## config.mk

```make
export PLATFORM = sky130hd
export DESIGN_NAME = dmem_arbiter
export DESIGN_NICKNAME = d
export VERILOG_FILES = /design/src/rtl/cpu_pkg.sv /design/src/rtl/rr_pick2.sv /design/src/rtl/dmem_arbiter.sv
export SDC_FILE = /design/constraint.sdc
export NUM_CORES = 1
export LEC_CHECK = 0
export ABC_AREA = 1
export ABC_CLOCK_PERIOD_IN_PS = 2880
export BUFFER_PORTS_ARGS = -buffer_cell sky130_fd_sc_hd__buf_4
export CORE_UTILIZATION = 49
export DETAILED_ROUTE_END_ITERATION = 8
export PLACE_DENSITY = 0.86
export SYNTH_ARGS = -nofsm -noshare
export SYNTH_HDL_FRONTEND = slang
export SYNTH_SLANG_ARGS = --single-unit
```

## constraint.sdc

```tcl
create_clock -name clk -period 2.88 [get_ports clk]
set_input_delay 0.288 -clock clk [delete_from_list [all_inputs] [get_ports clk]]
set_output_delay 0.288 -clock clk [all_outputs]
set_load 0.005 [all_outputs]
```

## src/rtl/cpu_pkg.sv

```systemverilog
// Shared constants for the data-memory arbiter: FSM encoding, port indices
// and the port-to-one-hot helper used for the grant/done pulses.
package cpu_pkg;

    localparam logic [1:0] IDLE = 2'd0;
    localparam logic [1:0] WAIT = 2'd1;
    localparam logic [1:0] RESP = 2'd2;

    localparam logic PORT_CPU = 1'b0;
    localparam logic PORT_LDR = 1'b1;

    localparam int DEF_DATA_W = 32;

    function automatic logic [1:0] port_onehot(input logic port);
        return (port == PORT_LDR) ? 2'b10 : 2'b01;
    endfunction

endpackage

```

## src/rtl/rr_pick2.sv

```systemverilog
// Combinational 2-way round-robin picker: a lone requester wins outright,
// a tie goes to the port that was not granted last.
module rr_pick2
    import cpu_pkg::*;
(
    input  logic [1:0] req,
    input  logic       last,
    output logic       valid,
    output logic       winner
);

    always_comb begin
        valid = |req;
        if (req == 2'b11) begin
            winner = (last == PORT_CPU) ? PORT_LDR : PORT_CPU;
        end else begin
            winner = req[PORT_LDR];
        end
    end

endmodule

```

## src/rtl/dmem_arbiter.sv

```systemverilog
// Arbitrates the single-port data memory between the CPU MEM stage (port 0)
// and the loader/debug port (port 1), one transaction at a time with timeout.
module dmem_arbiter
    import cpu_pkg::*;
#(
    parameter int ADDR_W  = 10,
    parameter int DATA_W  = DEF_DATA_W,
    parameter int TIMEOUT = 15
) (
    input  logic              clk,
    input  logic              reset,
    input  logic [1:0]        req,
    input  logic [1:0]        we,
    input  logic [ADDR_W-1:0] addr0,
    input  logic [ADDR_W-1:0] addr1,
    input  logic [DATA_W-1:0] wdata0,
    input  logic [DATA_W-1:0] wdata1,
    output logic [1:0]        gnt,
    output logic [1:0]        done,
    output logic [DATA_W-1:0] rdata,
    output logic              err,
    output logic              mem_req,
    output logic              mem_we,
    output logic [ADDR_W-1:0] mem_addr,
    output logic [DATA_W-1:0] mem_wdata,
    input  logic              mem_ack,
    input  logic [DATA_W-1:0] mem_rdata
);

    localparam int                CNT_W    = $clog2(TIMEOUT + 1);
    localparam logic [CNT_W-1:0]  CNT_LAST = CNT_W'(TIMEOUT - 1);

    logic [1:0]        state_reg;
    logic [CNT_W-1:0]  cnt_reg;
    logic              last_reg;
    logic [1:0]        gnt_reg;
    logic [1:0]        done_reg;
    logic [DATA_W-1:0] rdata_reg;
    logic              err_reg;
    logic              mem_req_reg;
    logic              mem_we_reg;
    logic [ADDR_W-1:0] mem_addr_reg;
    logic [DATA_W-1:0] mem_wdata_reg;

    logic pick_valid;
    logic pick_port;

    rr_pick2 u_pick (
        .req    (req),
        .last   (last_reg),
        .valid  (pick_valid),
        .winner (pick_port)
    );

    // last_reg doubles as the owner of the in-flight transaction, since it is
    // updated at the grant edge and only changes again at the next grant.
    always_ff @(posedge clk or negedge reset) begin
        if (!reset) begin
            state_reg     <= IDLE;
            cnt_reg       <= '0;
            last_reg      <= PORT_LDR;
            gnt_reg       <= '0;
            done_reg      <= '0;
            rdata_reg     <= '0;
            err_reg       <= 1'b0;
            mem_req_reg   <= 1'b0;
            mem_we_reg    <= 1'b0;
            mem_addr_reg  <= '0;
            mem_wdata_reg <= '0;
        end else begin
            gnt_reg  <= '0;
            done_reg <= '0;
            case (state_reg)
                IDLE: begin
                    if (pick_valid) begin
                        gnt_reg       <= port_onehot(pick_port);
                        last_reg      <= pick_port;
                        mem_req_reg   <= 1'b1;
                        mem_we_reg    <= we[pick_port];
                        mem_addr_reg  <= (pick_port == PORT_LDR) ? addr1 : addr0;
                        mem_wdata_reg <= (pick_port == PORT_LDR) ? wdata1 : wdata0;
                        cnt_reg       <= '0;
                        state_reg     <= WAIT;
                    end
                end
                WAIT: begin
                    // An ack in the final allowed cycle still wins over the timeout.
                    if (mem_ack) begin
                        if (!mem_we_reg) begin
                            rdata_reg <= mem_rdata;
                        end
                        err_reg     <= 1'b0;
                        done_reg    <= port_onehot(last_reg);
                        mem_req_reg <= 1'b0;
                        mem_we_reg  <= 1'b0;
                        state_reg   <= RESP;
                    end else if (cnt_reg == CNT_LAST) begin
                        rdata_reg   <= '0;
                        err_reg     <= 1'b1;
                        done_reg    <= port_onehot(last_reg);
                        mem_req_reg <= 1'b0;
                        mem_we_reg  <= 1'b0;
                        state_reg   <= RESP;
                    end else begin
                        cnt_reg <= cnt_reg + 1'b1;
                    end
                end
                RESP: begin
                    cnt_reg   <= '0;
                    state_reg <= IDLE;
                end
                default: begin
                    state_reg <= IDLE;
                end
            endcase
        end
    end

    assign gnt       = gnt_reg;
    assign done      = done_reg;
    assign rdata     = rdata_reg;
    assign err       = err_reg;
    assign mem_req   = mem_req_reg;
    assign mem_we    = mem_we_reg;
    assign mem_addr  = mem_addr_reg;
    assign mem_wdata = mem_wdata_reg;

endmodule

```

==> summary.md <==
| Metric | Value |
|---|---|
| Max cap viols | 0 |
| TritonRoute pass-1 iters | 5 |
| Max Freq | 0.4944 GHz |
| Post-Syn Instances | 457 |
| Setup crit start kind | flop |
| CP Max Fanout | 64 |
| Setup violators final | 0 |
| Slew @ Worst Pin | around 1100 ps |
| Leak pwr | roughly 0.0030 uW |
| Rel. slew slack | between 20% and 30% |
| Syn avg cell area | around 8.7 um^2 |
| Adder-cell share of the synthesized area | 0.6329% |
| Average vias per placed instance | just under 5 |
| Largest net degree at the start of global routing | 89 |
| Reg power frac | 40.2% |
| WL final | roughly 10000 um |
| Met3 Use GR | under 10% |
| Die height | slightly above 90 um |
| I/O pin count | 204 |
| Drc violations | 0 |
| Max IR drop VDD | just over 0.4 mV |
| Most frequent cells in the layout | nand2_1, buf_4, dfrtp_1, nand3_1, o21ai_2 |
| Num rows | 32 |
| Die Area | 8432 um^2 |
| Die W | 91.83 um |
| CP Capture Type | flop |
| Area contributors post-synth | dfrtp_1, nand2_1, nand3_1, o21ai_2, buf_6 |
| Commonest non-fill, non-tap cell in the layout | nand2_1 |
| RSZ-0062 raised after global routing | no |
| Worst-Skew Late Latency | around 340 ps |
| Mux cell area share after synthesis | 0% |
| Crit share post-route | a little over two thirds |
| All-Layer GR Usage | between 20% and 30% |
| Top FF cell, synth | dfrtp_1 |
| CTS buffer count | 9 |
| Final Max Slew Viols | 0 |
| Vias in the first global route | approximately 3400 |
| Global Route met1 Usage | 31.59% |
| Final Hold Vio Count | 0 |
| Setup_tns | 0 ps |
| Post-Route Skew | approximately 12 ps |
| Initial Util | between 50% and 60% |
| Final net count | ~780 |
| Grt met2 use | a little over two fifths |
| DP Area | about 5400 um^2 |
| Antenna Cells | 0 |
| Critical path launch point | cnt_reg[0]$_DFFE_PN0P_ |
| Internal Power | approximately 3500 uW |
| Htree depth | 3 |
| Clock Path Buffers | 2 |
| Comb power frac | between 40% and 50% |
| Min-delay worst type | in2async |
| PwrDens | 937.0 nW/um^2 |
| Yosys Warn Count | 0 |
| CTS tree | yes |
| R2R setup slack | 860 ps |
| Antenna viol nets, final | 0 |
| Via count | 3671 |
| Gpl congestion | just over 0.8 |
| Net Switching | 1844 uW |
| Total clock sinks | 88 |
| Clock power frac | a little under a fifth |
| Yosys cell types | 25 |
| DR iter-0 viols | 138 |
| Largest family of logic cells by synthesized area | simple AND/OR/NAND/NOR gates |
| Routed len/inst | around 13 um |
| Share of the yosys chip area belonging to registers | 55.73% |
| Core area | about 7800 um^2 |
| Reg2Reg Depth | 7 |
| Initial antenna violation count | 0 |
| XOR/XNOR Fraction of Synth Area | 0.2215% |
| Filler cell count in the final layout | between 500 and 600 |
| Share of cells above drive strength 1 | a little under two fifths |
| Worst Path Arrival | 2230 ps |
| Crit Path Category | reg2reg |
| Post-synth EDFFs | 0 |
| Hold_buf cts | 0 |
| Synth top area share | a little under three fifths |
| Hpwl dp | ~7300 um |
| Synth Net Count | roughly 580 |
| Switching share of power | approximately a third |
| Yosys reg bits | 88 |
| FF-to-FF Start | cnt_reg[0]$_DFFE_PN0P_ |
| Layer with the highest usage | met2 |
| Synth area leader | dfrtp_1 |
| Status | complete, no violations |
| Post_cts resized | 0 |
| Buffers added on ports | 203 |
| Global-route wire length before repair | between 15000 and 20000 um |
| Synthesized cell area | about 4000 um^2 |
| Clk slew on worst S/H paths | about 90 ps |
| Synth Area in Compound Gates | approximately 7.9% |
| Setup bufs post-CTS | 0 |
| Area delta synth->final | 43.42% |
| Worst path required time | 3090 ps |
| Asr flop ratio synth | 100.0% |
| Synth Area in Simple Gates | 28.99% |
| Final min period | roughly 2000 ps |
| CTS Root Buffer Type | clkbuf_8 |
| FF-to-FF End | rdata[25]$_DFFE_PN0P_ |
| Grt total ovfl | 0 |
| Final non-filler cell area | ~5700 um^2 |
==> layer usage <==
layer  up-vias  wire length (um)
met4         0               150
met3        14               820
met5         -                 0
met2       164              5091
li1       1818                 -
met1      1675              4156
==> cells by family after synthesis <==
group / Yosys count
AND/OR/NAND/NOR: 280
XOR/XNOR: 1
buffers and inverters: 41
AO/OA/AOI/OAI: 45
adder cells (fa/ha/maj): 2
flip-flops: 88
==> stage by stage <==
step | setup slack [ps] | util [%] | total power, uW | cells | hold slack (ps)
after global routing | 668.5 | 73.00 | 5684 | 757 | 133.5
after detailed placement | 884.9 | 69.91 | 4368 | 741 | 469.9
final | 857.5 | 73.00 | 5313 | 757 | 137.2
after global placement | 1013 | 69.91 | 4259 | 741 | 466.9
after CTS | 852.5 | 73.00 | 5365 | 757 | 130.2
after floorplan | 1528 | - | 3228 | 457 | -7.591
==> synth_stat cells (2+ instances only) <==
library cell and number:
buf_2 2, nand3_1 39, nand2_2 2, o21ai_1 12
nor2_1 16, nor2_4 2, ha_1 2, nand2_1 217
dfrtp_1 87, o21ai_2 20, clkbuf_1 3, buf_6 9
inv_1 17, buf_4 8, o21ai_0 11
==> worst max-delay path: stages (launching register included) <==
cell,delay (ps)
dfrtp_1,430
inv_1,100
ha_1,140
nand3_1,120
nand2_2,140
nand3_4,560
nand2_1,300
o21ai_2,80
==> power groups by stage <==
| stage | sequential [uW] | combinational [uW] | clock [uW] |
|---|---|---|---|
| final | 2140 | 2200 | 980 |
| after detailed placement | 2140 | 2220 | 0 |
| after floorplan | 2150 | 1080 | 0 |
| after global routing | 2200 | 2430 | 1050 |
| after global placement | 2130 | 2130 | 0 |
| after CTS | 2130 | 2230 | 1010 |
==> how the worst max path moves through the flow <==
stage	to	slack, ps
floorplan	rdata[19]$_DFFE_PN0P_	1530
CTS	rdata[25]$_DFFE_PN0P_	850
finish	rdata[25]$_DFFE_PN0P_	860
detailed placement	rdata[25]$_DFFE_PN0P_	880
global placement	rdata[30]$_DFFE_PN0P_	1010
global route	rdata[1]$_DFFE_PN0P_	670
==> final cells by class <==
type	instances	area [um^2]	share of cell area, %
multi-input combinational	328	1494	26.35
timing repair buffer	204	1531	27.01
clock buffer	12	165.2	2.913
sequential	88	2203	38.86
tap	102	127.6	2.251
inverter	19	73.82	1.302
clock inverter	4	75.07	1.324
No activity file was read; power rests on OpenSTA's default activity.
